**config.mk**
```make
export PLATFORM = sky130hd
export DESIGN_NAME = uart_tx_frame
export DESIGN_NICKNAME = d
export VERILOG_FILES = /design/src/rtl/uart_tx_frame.sv
export SDC_FILE = /design/constraint.sdc
export NUM_CORES = 1
export LEC_CHECK = 0
export BUFFER_PORTS_ARGS = -buffer_cell sky130_fd_sc_hd__buf_2
export CAP_MARGIN = 40
export CORE_AREA = 2 2 55 44
export CTS_CLUSTER_SIZE = 10
export DETAILED_ROUTE_END_ITERATION = 12
export DIE_AREA = 0 0 57 46
export GPL_TIMING_DRIVEN = 0
export HOLD_SLACK_MARGIN = 0.03
export PLACE_DENSITY = 0.8
export SLEW_MARGIN = 40
export SYNTH_ARGS = -nofsm -noshare
export SYNTH_HDL_FRONTEND = slang
export SYNTH_SLANG_ARGS = --single-unit
```
**constraint.sdc**
```tcl
create_clock -name clk -period 2.3 [get_ports clk]
set_input_delay 0.345 -clock clk [delete_from_list [all_inputs] [get_ports clk]]
set_output_delay 0.345 -clock clk [all_outputs]
set_load 0.01 [all_outputs]
```
**src/rtl/uart_tx_frame.sv**
```systemverilog
// Parametrised UART transmitter: start bit, DATA_BITS LSB-first, optional parity, 1-2 stop bits.
// Optional clear-to-send gating is compiled in with the UART_TX_CTS_EN macro.
module uart_tx_frame #(
  parameter int CLK_DIV   = 16,
  parameter int DATA_BITS = 8,
  parameter int PARITY    = 0,
  parameter int STOP_BITS = 1
) (
  input  logic                 clk,
  input  logic                 rst_n,
  input  logic                 send,
  input  logic [DATA_BITS-1:0] data,
`ifdef UART_TX_CTS_EN
  input  logic                 cts_n,
`endif
  output logic                 ready,
  output logic                 dout,
  output logic                 done
);

  localparam int DIV_W = (CLK_DIV > 2) ? $clog2(CLK_DIV) : 1;
  localparam logic [DIV_W-1:0] DIV_LAST = DIV_W'(CLK_DIV - 1);
  localparam logic [3:0]       DATA_LAST = 4'(DATA_BITS - 1);
  localparam logic [3:0]       STOP_LAST = 4'(STOP_BITS - 1);

  if (CLK_DIV < 2) begin : g_bad_div
    $error("uart_tx_frame: CLK_DIV must be >= 2");
  end
  if (DATA_BITS < 5 || DATA_BITS > 9) begin : g_bad_data
    $error("uart_tx_frame: DATA_BITS must be 5..9");
  end
  if (PARITY < 0 || PARITY > 2) begin : g_bad_par
    $error("uart_tx_frame: PARITY must be 0, 1 or 2");
  end
  if (STOP_BITS < 1 || STOP_BITS > 2) begin : g_bad_stop
    $error("uart_tx_frame: STOP_BITS must be 1 or 2");
  end

  typedef enum logic [2:0] {S_IDLE, S_START, S_DATA, S_PAR, S_STOP} state_t;

  state_t               state, state_nxt;
  logic [DIV_W-1:0]     div_cnt, div_nxt;
  logic [3:0]           bit_cnt, bit_nxt;
  logic                 dout_r, dout_nxt;
  logic [DATA_BITS-1:0] shreg;
  logic                 par_bit;
  logic                 tick, stop_end, cts_ok, accept, shift_en;

`ifdef UART_TX_CTS_EN
  logic [1:0] cts_sync;

  // Synchroniser idles in the "not clear" state so nothing goes out before cts is seen.
  always_ff @(posedge clk or negedge rst_n) begin
    if (!rst_n) cts_sync <= 2'b11;
    else        cts_sync <= {cts_sync[0], cts_n};
  end
  assign cts_ok = ~cts_sync[1];
`else
  assign cts_ok = 1'b1;
`endif

  assign tick     = (div_cnt == DIV_LAST);
  assign stop_end = (state == S_STOP) && tick && (bit_cnt == STOP_LAST);
  // Ready during the final stop cycle lets the next frame start with no idle gap.
  assign ready    = cts_ok && ((state == S_IDLE) || stop_end);
  assign accept   = send && ready;
  assign done     = stop_end;
  assign dout     = dout_r;

  always_ff @(posedge clk or negedge rst_n) begin
    if (!rst_n) begin
      state   <= S_IDLE;
      div_cnt <= '0;
      bit_cnt <= '0;
      dout_r  <= 1'b1;
    end else begin
      state   <= state_nxt;
      div_cnt <= div_nxt;
      bit_cnt <= bit_nxt;
      dout_r  <= dout_nxt;
    end
  end

  // Payload and parity are only meaningful after an accept, so they carry no reset.
  always_ff @(posedge clk) begin
    if (accept) begin
      shreg   <= data;
      par_bit <= (^data) ^ (PARITY == 2);
    end else if (shift_en) begin
      shreg   <= shreg >> 1;
    end
  end

  always_comb begin
    state_nxt = state;
    div_nxt   = tick ? '0 : div_cnt + DIV_W'(1);
    bit_nxt   = bit_cnt;
    dout_nxt  = dout_r;
    shift_en  = 1'b0;
    case (state)
      S_IDLE: begin
        div_nxt = '0;
        if (accept) begin
          state_nxt = S_START;
          dout_nxt  = 1'b0;
        end
      end
      S_START: if (tick) begin
        state_nxt = S_DATA;
        bit_nxt   = '0;
        dout_nxt  = shreg[0];
        shift_en  = 1'b1;
      end
      S_DATA: if (tick) begin
        if (bit_cnt != DATA_LAST) begin
          bit_nxt  = bit_cnt + 4'd1;
          dout_nxt = shreg[0];
          shift_en = 1'b1;
        end else if (PARITY != 0) begin
          state_nxt = S_PAR;
          dout_nxt  = par_bit;
        end else begin
          state_nxt = S_STOP;
          bit_nxt   = '0;
          dout_nxt  = 1'b1;
        end
      end
      S_PAR: if (tick) begin
        state_nxt = S_STOP;
        bit_nxt   = '0;
        dout_nxt  = 1'b1;
      end
      S_STOP: if (tick) begin
        if (bit_cnt != STOP_LAST) begin
          bit_nxt = bit_cnt + 4'd1;
        end else if (accept) begin
          state_nxt = S_START;
          dout_nxt  = 1'b0;
        end else begin
          state_nxt = S_IDLE;
          dout_nxt  = 1'b1;
        end
      end
      default: begin
        state_nxt = S_IDLE;
        dout_nxt  = 1'b1;
      end
    endcase
  end

endmodule

```
==> run_summary.xml <==
<?xml version="1.0" encoding="UTF-8"?>
<metrics>
  <group name="min_path">
    <metric name="min-delay-path-class" unit="">in -&gt; reg</metric>
  </group>
  <group name="drt">
    <metric name="detail_route.first_pass.iterations" unit="">4</metric>
    <metric name="dr_vias" unit="">790</metric>
    <metric name="finalWirelength" unit="µm">1940</metric>
    <metric name="vias_per_cell" unit="">5.68</metric>
    <metric name="first_iter_violations" unit="">26</metric>
    <metric name="drc" unit="">0</metric>
    <metric name="avgRoutedWirePerCell" unit="µm">13.9</metric>
    <metric name="drtAntennaViolNets" unit="">0</metric>
  </group>
  <group name="power_and_ir_drop">
    <metric name="power.combinational.fraction" unit="%">2.7</metric>
    <metric name="clock_power_share" unit="%">30.8</metric>
    <metric name="sequential_power_share" unit="%">66.5</metric>
    <metric name="power_switching_share" unit="%">20.7</metric>
    <metric name="power-per-cell-area" unit="nW/µm²">446</metric>
    <metric name="power.net_switching" unit="µW">115</metric>
    <metric name="p_int" unit="µW">440</metric>
    <metric name="irDropWorstVdd" unit="mV">0.351</metric>
    <metric name="p_leak" unit="µW">0.000532</metric>
  </group>
  <group name="placed_design">
    <metric name="place_hpwl" unit="µm">1390</metric>
    <metric name="post-place-ws" unit="ns">0.155</metric>
    <metric name="io_buffer_count" unit="">13</metric>
    <metric name="post-place-cells" unit="">134</metric>
    <metric name="place_congestion" unit="">0.787</metric>
  </group>
  <group name="timing">
    <metric name="post-route-period-util" unit="%">93.5</metric>
    <metric name="skew" unit="ns">0.00476</metric>
    <metric name="setup-violations-final" unit="">0</metric>
    <metric name="final.setup.tns" unit="ns">0</metric>
    <metric name="final.hold.worst_slack" unit="ns">0.331</metric>
    <metric name="timing.final.ws_setup" unit="ns">0.148</metric>
    <metric name="maxSlewHeadroom" unit="%">49.4</metric>
    <metric name="period_minus_slack" unit="ns">2.15</metric>
    <metric name="report.final.hold_viol_count" unit="">0</metric>
    <metric name="slew_violations" unit="">0</metric>
    <metric name="worst_tran_pin_value" unit="ns">0.754</metric>
    <metric name="max_clock_freq" unit="MHz">465</metric>
  </group>
  <group name="global_routing">
    <metric name="pin_count_of_the_biggest_net_entering_global_routing" unit="">13</metric>
    <metric name="grt_pass1_vias" unit="">748</metric>
    <metric name="grt_first_pass_wirelength" unit="µm">3280</metric>
    <metric name="globalRouteTotalUtil" unit="%">16.9</metric>
    <metric name="grt-ovfl-total" unit="">0</metric>
    <metric name="antenna_found_initial" unit="">0</metric>
  </group>
  <group name="setup_path">
    <metric name="critPathLaunchType" unit="">register</metric>
    <metric name="worst_ep_arrival_time" unit="ns">1.81</metric>
    <metric name="slowest_stage" unit="">or3b_4</metric>
    <metric name="timing.critical_path.cells" unit="">inv_1, ha_2, or3b_4, nor3_4, nand2b_1, buf_2</metric>
    <metric name="endpoint_type_of_the_worst_setup_path" unit="">output port</metric>
    <metric name="worstPathRequired" unit="ns">1.96</metric>
    <metric name="critPathKind" unit="">reg -&gt; out</metric>
    <metric name="critPathMaxFanout" unit="">4</metric>
    <metric name="cp_max_stage_delay" unit="ns">0.42</metric>
  </group>
  <group name="logic_synthesis">
    <metric name="synth-seq-cells" unit="">20</metric>
    <metric name="syn-cell-area" unit="µm²">1090</metric>
    <metric name="syn-instance-count" unit="">96</metric>
    <metric name="syn-mean-instance-area" unit="µm²">11.3</metric>
    <metric name="seq_area_frac_synth" unit="%">49.8</metric>
    <metric name="synth_fp_nets" unit="">110</metric>
    <metric name="synth.distinct_cells" unit="">39</metric>
    <metric name="yosysWarnings" unit="">0</metric>
  </group>
  <group name="floorplanning">
    <metric name="initial_core_utilization" unit="%">50.9</metric>
    <metric name="core_region_area" unit="µm²">2140</metric>
    <metric name="die_height" unit="µm">46</metric>
    <metric name="std_cell_rows" unit="">15</metric>
    <metric name="die-width" unit="µm">57</metric>
    <metric name="num_io_pins" unit="">14</metric>
    <metric name="fp.dieArea" unit="µm²">2620</metric>
  </group>
  <group name="clocking">
    <metric name="path_clk_slew" unit="ns">0.11</metric>
    <metric name="clock_tree_from_tritoncts" unit="">done</metric>
    <metric name="tritoncts_buffer_count" unit="">3</metric>
    <metric name="cts_root_buffer" unit="">clkbuf_4</metric>
    <metric name="ctsHtreeMaxLevel" unit="">1</metric>
    <metric name="cts-root-to-sink-buffers" unit="">2</metric>
    <metric name="cts.sink_count" unit="">20</metric>
    <metric name="clock_insertion_delay_worst_skew" unit="ns">0.30</metric>
  </group>
  <group name="finish">
    <metric name="drive_gt1_share" unit="%">34.2</metric>
    <metric name="final_net_count" unit="">129</metric>
    <metric name="finalCoreUtilization" unit="%">58.1</metric>
    <metric name="fill_cells" unit="">189</metric>
    <metric name="antenna-diode-count" unit="">0</metric>
    <metric name="final_common_cell" unit="">buf_2</metric>
    <metric name="layoutNonFillerInstCount" unit="">139</metric>
    <metric name="area_grow_syn2layout" unit="%">14.1</metric>
    <metric name="layout_common_cells" unit="">buf_2 (13), dfrtp_1 (11), mux2_2 (8), nor2_1 (8), edfxtp_1 (8)</metric>
  </group>
  <group name="status">
    <metric name="outcome" unit="">complete, no violations</metric>
  </group>
  <group name="job">
    <metric name="max_cap_violations" unit="">0</metric>
  </group>
</metrics>
[layer usage]
metal	vias to the layer above	routed length (µm)	global-route usage, %
li1	388	-	-
met1	380	896	21.6
met2	17	947	28.0
met3	5	76	5.11
met4	0	16	5.58
met5	-	0	0
[critical path: cells and delay by family, from the launching register on]
| family | cells | cell delay [ns] |
|---|---|---|
| simple gates | 3 | 0.68 |
| fa+ha+maj | 1 | 0.19 |
| flops | 1 | 0.41 |
| buf+inv | 2 | 0.22 |
[stage by stage]
stage,area [µm²],power (µW)
2_1_floorplan,1090,377
3_3_place_gp,1180,390
3_5_place_dp,1190,390
4_1_cts,1230,559
5_1_grt,1240,577
6_report,1240,554
[registers in the layout, summed over array words and instances, names as in the netlist]
register and flops:
shreg 8, bit_cnt 4, div_cnt 4, state 3
dout 1
[power groups by stage]
stage               clock, µW  combinational (µW)  sequential, µW
CTS                       175                15.5             369
floorplan                   0                1.13             376
global route              191                17.2             369
detailed placement          0                14.2             376
finish                    171                15.1             369
global placement            0                13.6             376
[cell families (layout without fill, tap and decap cells)]
family,count (synthesis),after routing,share of synthesized area (%)
mux,9,9,9.20
buf+inv,6,24,3.10
compound gates,18,18,11.6
simple gates,38,38,21.3
xor+xnor,2,2,1.61
fa+ha+maj,3,3,3.45
flops,20,20,49.8
[what timing repair did]
action                                  in CTS  in global routing
hold buffers                                 1                  0
setup buffers                                0                  0
endpoints found under the hold margin       11                  0
endpoints found under the setup margin       1                  1
gates resized for setup                      1                  3
pin swaps                                    0                  1
[path summary, 6_finish.rpt]
kind	end	from	slack, ns	cells after the start
min	shreg[1]	data[1]	0.33	2
max in group asynchronous	dout	rst_n	1.61	2
max	ready	bit_cnt[0]	0.15	6
max reg2reg	shreg[5]	bit_cnt[1]	0.15	5
min in group asynchronous	state[2]	rst_n	0.43	2
min reg2reg	div_cnt[0]	div_cnt[0]	0.46	1
[final cells by class]
cell class | count | area (µm²) | area share, %
Buffer | 3 | 22.5 | 1.81
Sequential cell | 20 | 542 | 43.6
Clock inverter | 1 | 3.75 | 0.302
Timing Repair Buffer | 14 | 75.1 | 6.04
Multi-Input combinational cell | 70 | 534 | 43.0
Inverter | 3 | 11.3 | 0.906
Clock buffer | 3 | 22.5 | 1.81
Tap cell | 25 | 31.3 | 2.52
[Yosys cell counts]
cell type	instances	share of area, %
nand3_2	1	0.92
or4bb_2	1	1.1
mux2_2	8	8.3
a21oi_1	2	0.92
a31oi_1	1	0.58
buf_6	1	1.0
and3b_2	1	0.92
nand4_2	1	1.1
a21o_1	1	0.69
dfstp_2	1	2.4
mux2i_1	1	0.92
inv_1	3	1.0
o21ai_2	1	0.80
dfrtp_1	11	25
nand2_1	6	2.1
ha_1	3	3.4
or3b_4	1	1.0
o32ai_1	1	0.80
o211ai_1	1	0.69
nor3_1	2	0.92
buf_4	1	0.69
and2_1	2	1.1
nor2_1	9	3.1
xor2_1	2	1.6
o21ai_0	5	2.3
nand3_4	1	1.6
a211oi_1	1	0.69
or3_1	2	1.1
a2bb2oi_1	1	0.80
o31ai_1	1	0.69
nand3_1	2	0.92
nor4_1	1	0.58
and3_1	1	0.58
a22o_1	2	1.6
nor2b_1	2	1.1
nand2b_1	5	2.9
edfxtp_1	8	22
a221o_2	1	1.0
clkbuf_1	1	0.34
Power figures use the tool's default switching activity.
